### config.mk
export PLATFORM = sky130hd
export DESIGN_NAME = svc_rv_mem_arb
export DESIGN_NICKNAME = d
export VERILOG_FILES = /design/src/rtl/svc_rv_mem_arb.sv
export SDC_FILE = /design/constraint.sdc
export NUM_CORES = 1
export LEC_CHECK = 0
export CORE_AREA = 5 5 102 104
export CTS_BUF_LIST = sky130_fd_sc_hd__clkbuf_16
export DETAILED_ROUTE_END_ITERATION = 10
export DIE_AREA = 0 0 107 109
export PLACE_DENSITY = 0.75
export SETUP_SLACK_MARGIN = 0.4
export SLEW_MARGIN = 20
export SYNTH_ARGS = -nofsm -noshare
export SYNTH_HDL_FRONTEND = slang
export SYNTH_SLANG_ARGS = --single-unit
### constraint.sdc
create_clock -name clock -period 1.3 [get_ports clock]
set_clock_uncertainty 0.1 [all_clocks]
set_input_delay 0.26 -clock clock [delete_from_list [all_inputs] [get_ports clock]]
set_output_delay 0.26 -clock clock [all_outputs]
set_load 0.02 [all_outputs]
### src/rtl/svc_rv_mem_arb.sv
// Shares one single-ported, fixed-latency memory between the svc_rv fetch (I) and data (D) ports.
// Data has priority, fetch gets a bounded starvation guard, and read responses are routed back in grant order.
module svc_rv_mem_arb #(
   parameter int XLEN         = 32,
   parameter int READ_LATENCY = 1,
   parameter int STARVE_MAX   = 4
) (
   input  logic              clock,
   input  logic              reset,

   input  logic              i_req_valid,
   output logic              i_req_ready,
   input  logic [XLEN-1:0]   i_req_addr,
   output logic              i_rsp_valid,
   output logic [XLEN-1:0]   i_rsp_rdata,

   input  logic              d_req_valid,
   output logic              d_req_ready,
   input  logic              d_req_we,
   input  logic [XLEN-1:0]   d_req_addr,
   input  logic [XLEN-1:0]   d_req_wdata,
   input  logic [XLEN/8-1:0] d_req_wstrb,
   output logic              d_rsp_valid,
   output logic [XLEN-1:0]   d_rsp_rdata,

   output logic              mem_ren,
   output logic              mem_we,
   output logic [XLEN-1:0]   mem_addr,
   output logic [XLEN-1:0]   mem_wdata,
   output logic [XLEN/8-1:0] mem_wstrb,
   input  logic [XLEN-1:0]   mem_rdata
);

   typedef enum logic {
      OWNER_I = 1'b0,
      OWNER_D = 1'b1
   } owner_e;

   localparam logic [3:0] STARVE_LIM = 4'(STARVE_MAX);

   logic [3:0] starve_cnt;
   logic       grant_i;
   logic       grant_d;
   logic       rd_grant;
   owner_e     rd_owner;

   logic       trk_valid [READ_LATENCY];
   owner_e     trk_owner [READ_LATENCY];

   // NOTE: every signal written in always_comb gets a default first, so no path can infer a latch.
   always_comb begin
      grant_d = 1'b0;
      grant_i = 1'b0;
      if (!reset) begin
         grant_d = d_req_valid && (!i_req_valid || (starve_cnt < STARVE_LIM));
         grant_i = i_req_valid && !grant_d;
      end
   end

   assign i_req_ready = grant_i;
   assign d_req_ready = grant_d;

   always_comb begin
      mem_ren   = 1'b0;
      mem_we    = 1'b0;
      mem_addr  = '0;
      mem_wdata = '0;
      mem_wstrb = '0;
      if (grant_i) begin
         mem_ren  = 1'b1;
         mem_addr = i_req_addr;
      end else if (grant_d) begin
         mem_addr = d_req_addr;
         if (d_req_we) begin
            mem_we    = 1'b1;
            mem_wdata = d_req_wdata;
            mem_wstrb = d_req_wstrb;
         end else begin
            mem_ren = 1'b1;
         end
      end
   end

   assign rd_grant = grant_i || (grant_d && !d_req_we);
   assign rd_owner = grant_d ? OWNER_D : OWNER_I;

   // Count consecutive cycles fetch waited; any cycle without a pending fetch breaks the run.
   // NOTE: sequential state uses non-blocking assignments so every register samples pre-edge values.
   always_ff @(posedge clock or posedge reset) begin
      if (reset) begin
         starve_cnt <= '0;
      end else if (!i_req_valid || grant_i) begin
         starve_cnt <= '0;
      end else if (starve_cnt < STARVE_LIM) begin
         starve_cnt <= starve_cnt + 4'd1;
      end
   end

   // Tracker entries are control state, so they are reset; the async clear drops rsp_valid at once.
   always_ff @(posedge clock or posedge reset) begin
      if (reset) begin
         for (int k = 0; k < READ_LATENCY; k++) begin
            trk_valid[k] <= 1'b0;
            trk_owner[k] <= OWNER_I;
         end
      end else begin
         for (int k = READ_LATENCY - 1; k > 0; k--) begin
            trk_valid[k] <= trk_valid[k-1];
            trk_owner[k] <= trk_owner[k-1];
         end
         trk_valid[0] <= rd_grant;
         trk_owner[0] <= rd_owner;
      end
   end

   assign i_rsp_valid = trk_valid[READ_LATENCY-1] && (trk_owner[READ_LATENCY-1] == OWNER_I);
   assign d_rsp_valid = trk_valid[READ_LATENCY-1] && (trk_owner[READ_LATENCY-1] == OWNER_D);
   assign i_rsp_rdata = i_rsp_valid ? mem_rdata : '0;
   assign d_rsp_rdata = d_rsp_valid ? mem_rdata : '0;

endmodule
======== Yosys cells after proc, flatten, opt, wreduce, memory -nomap -nowiden ========
Index checks and enable logic that the tools add are counted.
word-level totals
  register bits ........................... 6
  input port bits ......................... 137
cells by class
  $add $sub $neg .......................... 1
  magnitude comparators ................... 1
  mux-type cells .......................... 21
  bitwise logic cells ..................... 1
  reduce and logical (&&, ||, !) cells .... 12
operators by type and width
  kind                                                                   number
  32-bit 2-to-1 mux                                                      7
  4-bit 2-to-1 mux                                                       5
  1-bit 2-to-1 mux                                                       9
  1-bit logical AND                                                      5
  4-bit by 1-bit adder with 4-bit output (second input constant)         1
  4-bit by 3-bit < comparator with 1-bit output (second input constant)  1
  1-bit logical NOT                                                      3
  1-bit logical OR                                                       3
  2-bit nonzero test                                                     1
  1-bit inverter                                                         1

======== Depth between registers and ports, before layout ========
  word-level depth ........................ 8
  depth in mapped cells ................... 5
  mapped depth without buffers ............ 4

======== Worst setup path before layout ========
No wires, ideal clock.
  path type ............................... reg2out
  start ................................... register starve_cnt[3]
  end ..................................... output port mem_addr[20]
  arrival ................................. 1.220 ns
  data required time ...................... 0.940 ns
  slack ................................... -0.280 ns
  cell stages (with the launch flop) ...... 6
  buffers on the path ..................... 2
  path through ............................ dfrtp_1 -> o21ai_1 -> and3_1 -> buf_6 -> buf_6 -> a22o_1
RTL lines
  element                                        RTL line  RTL
  start, declared                                41        logic [3:0] starve_cnt;
  start signal, assigned                         95        starve_cnt <= starve_cnt + 4'd1;
  4-bit by 3-bit < comparator with 1-bit output  55        grant_d = d_req_valid && (!i_req_valid || (starve_cnt < STARVE_LIM));
  1-bit logical OR                               55
  1-bit logical AND                              55
  1-bit 2-to-1 mux                               54        if (!reset) begin
  named net d_req_ready                          18        output logic d_req_ready,
  32-bit 2-to-1 mux                              72        end else if (grant_d) begin
  32-bit 2-to-1 mux                              69        if (grant_i) begin
  end, declared                                  28        output logic [XLEN-1:0] mem_addr,
The timed path passes the listed nets, and every way through them passes these cells.

======== Final worst setup path ========
  start ................................... register starve_cnt[3]
  end ..................................... output port mem_wdata[30]
on the way
  cells in the longest elaborated chain, start to end .. 7
ends and longest elaborated chain
  element                                            RTL line  RTL
  4-bit by 3-bit < comparator with 1-bit output (*)  55
  1-bit logical OR (*)                               55
  1-bit logical AND (*)                              55
  1-bit logical NOT                                  56        grant_i = i_req_valid && !grant_d;
  1-bit logical AND                                  56
  1-bit 2-to-1 mux                                   54
  32-bit 2-to-1 mux (*)                              69
  end, declared                                      29        output logic [XLEN-1:0] mem_wdata,
Every way passes the cells marked *; elsewhere a longest branch is shown, timed or not.

==> out/qor.yml <==
logic_synthesis:
  yosys.area.top_type: "and3_1"
  yosysTopAreaCellShare_pct: 31.6
  yosysSeqAreaShare_pct: 10.8
  synth-edff-count: 0
  ys_async_sr_fraction_pct: 100
  synth_common_cells: "and3_1 (70), and2_1 (35), a22o_1 (32)"
  synth_fp_nets: 323
  synth.ff_latch_count: 6
  ys_top_cells_by_area: "and3_1 (32%), a22o_1 (20%), and2_1 (16%), dfrtp_1 (11%), buf_6 (8.9%)"
  syn_area_mm2: 0.00139
  syn_area_per_cell_um2: 7.49
  synthMostInstantiatedCell: "and3_1"
  yosysWarnings: 0
  syn-instance-count: 185
  synth_cell_types: 20
  synthFlopType: "dfrtp_1"
global_route:
  grtUsageTotal_pct: 17.6
  grt_max_degree: 34
  grt_overflow: 0
  grt_pass1_wl_um: 16100
  antenna_found_initial: 0
  grt_pass1_vias: 2963
timing:
  worst_slew_pin_slew_ns: 0.433
  setup_violations: 144
  timing.fmax_mhz: 488
  fin_tns_setup_ns: -79.33
  final_hold_viol_count: 0
  worst_slack_ns: -0.751
  slew_violations: 0
  min_period_ns: 2.05
  fin_crit_sh_pct: 158
  max-slew-margin-rel_pct: 70.8
  fin_hold_ws_ns: 0.0827
  grt_setup_unrepaired: "yes"
finish:
  ff_latch_area_um2: 153
  finalNetCount: 657
  n_antenna_cell: 0
  num-fill-cells: 719
  final_area_mm2: 0.00610
  drive_above_1_share_pct: 66.4
  multi_input_area_mm2: 0.00161
  syn_to_final_growth_pct: 340
  final_core_util_pct: 64.5
worst_setup_path:
  crit_type: "reg -> out"
  crit_path_top_delay_cell: "dfrtp_1"
  start_kind: "flop"
  path_max_fanout: 5
  critPathMaxStageDelay_ns: 0.40
  cp.required_ns: 0.94
  path_cells: "o21ai_1 > and3_4 > buf_4 > buf_6 > buf_16 > and3_4 > buf_6"
  crit_arrival_ns: 1.69
  end_kind: "output port"
cts:
  clk_latency_ns: 0.23
  cts-root-buf: "clkbuf_16"
  cts_made_buffers: 3
  numClockSinks: 6
  htree_levels: 1
  clkSlewWorstSetupHoldPaths_ns: 0.04
  clockBufferDepth: 2
  ctsHoldBuffers: 0
  cts_tree: "done"
floorplan:
  die-width_um: 107
  fp.coreArea_mm2: 0.00946
  num_rows: 36
  dieArea_mm2: 0.0117
  ios: 275
  die_h_um: 109
  initial_core_util_pct: 14.6
drt:
  final_antenna_net_count: 0
  initialDrtViolationCount: 76
  vias_per_cell: 4.54
  drc: 0
  wl_per_cell_um: 19.1
  vias: 2870
  drt_pass1_iterations: 4
  wl_um: 12000
placement:
  dp_hpwl_um: 8490
  placed_area_mm2: 0.00479
  pre_cts_slack_ns: -1.22
  port_buffers: 274
  gp_congestion: 0.802
power:
  p_clk_share_pct: 19.8
  pwr-share-comb_pct: 72.3
  power.switching_uw: 834
  switching_share_pct: 31.7
  intPower_uw: 1800
  p_leak_uw: 0.00279
  p_per_area_mw_per_mm2: 432
  power_frac_seq_pct: 7.9
  max-vdd-ir-drop_mv: 0.459
hold_path:
  worstHoldPathType: "in -> async"
run:
  max_cap_viol_count: 0
run_status:
  violations: "negative setup slack"
  status: "finished, violations left"
==> state kept, by name, indices dropped and copies added (netlist names) <==
signal and cells:
trk_valid 1, starve_cnt 4, trk_owner 1
==> area by class of cell <==
| type | instances | area share [%] |
|---|---|---|
| repair buffers | 353 | 67.4 |
| well taps | 114 | 2.34 |
| clock inverters | 1 | 0.0616 |
| flip-flops and latches | 6 | 2.50 |
| clock buffers | 3 | 1.23 |
| inverters | 2 | 0.123 |
| multi-input cells | 153 | 26.3 |
==> per-layer routing <==
layer	wire [um]	vias to the layer above	GRT usage, %
li1	-	1365	-
met1	4010	1315	16.9
met2	6690	172	35.3
met3	1150	18	6.22
met4	198	0	4.84
met5	0	-	0
==> power by group through the flow <==
stage / clock network, uW / logic, uW / registers, uW
2_1_floorplan: 0 / 636 / 213
3_3_place_gp: 0 / 1420 / 210
3_5_place_dp: 0 / 1440 / 211
4_1_cts: 523 / 1710 / 209
5_1_grt: 543 / 1990 / 209
6_report: 522 / 1900 / 208
==> worst paths after layout <==
path / from / end / slack, ns / depth (start not counted)
setup / recovery: starve_cnt[3] / mem_wdata[30] / -0.75 / 7
hold / removal: reset / starve_cnt[2] / 0.08 / 3
setup reg to reg: starve_cnt[2] / trk_valid / -0.43 / 9
hold reg to reg: starve_cnt[1] / starve_cnt[1] / 0.50 / 2
max in group asynchronous: reset / trk_valid / 0.89 / 3
min in group clock: i_req_valid / starve_cnt[0] / 0.45 / 3
==> cells in the final DEF, fill, tap and decap left out, types with 2 or more instances in the layout <==
cell               n
buf_6            171
clkdlybuf4s50_1  133
and3_4            63
and2_4            34
a22o_1            20
buf_4             14
a22o_4            12
buf_16            11
buf_12            11
clkbuf_16          8
and3_2             7
buf_8              5
dfrtp_1            4
o211ai_1           3
inv_1              3
dlygate4sd2_1      3
nor2_4             2
dfrtp_2            2
==> cells by family after synthesis <==
kind of cell / after synthesis / share of synthesized area [%]
AOI/OAI and AO/OA: 41 / 25.5
adders and majority gates: 1 / 0.903
buffers and inverters: 26 / 13.1
DFF: 6 / 10.8
and+or+nand+nor: 111 / 49.7
==> timing repair <==
item                                    4_1_cts  5_1_grt
setup buffers                                26       17
endpoints found under the setup margin      144      144
gates resized for setup                     808       94
gates cloned                                 10        6
pin swaps                                     6       22
==> stage by stage <==
step,instances,total power [uW]
CTS,609,2440
global placement,569,1630
floorplan,185,849
global route,632,2740
finish,632,2630
detailed placement,569,1650
==> critical path, delay by kind of cell (launching register included) <==
kind,cells,cell delay (ns)
simple gates,2,0.45
compound gates,1,0.15
buf+inv,4,0.46
flops,1,0.40
(Power assumes the default switching activity.)
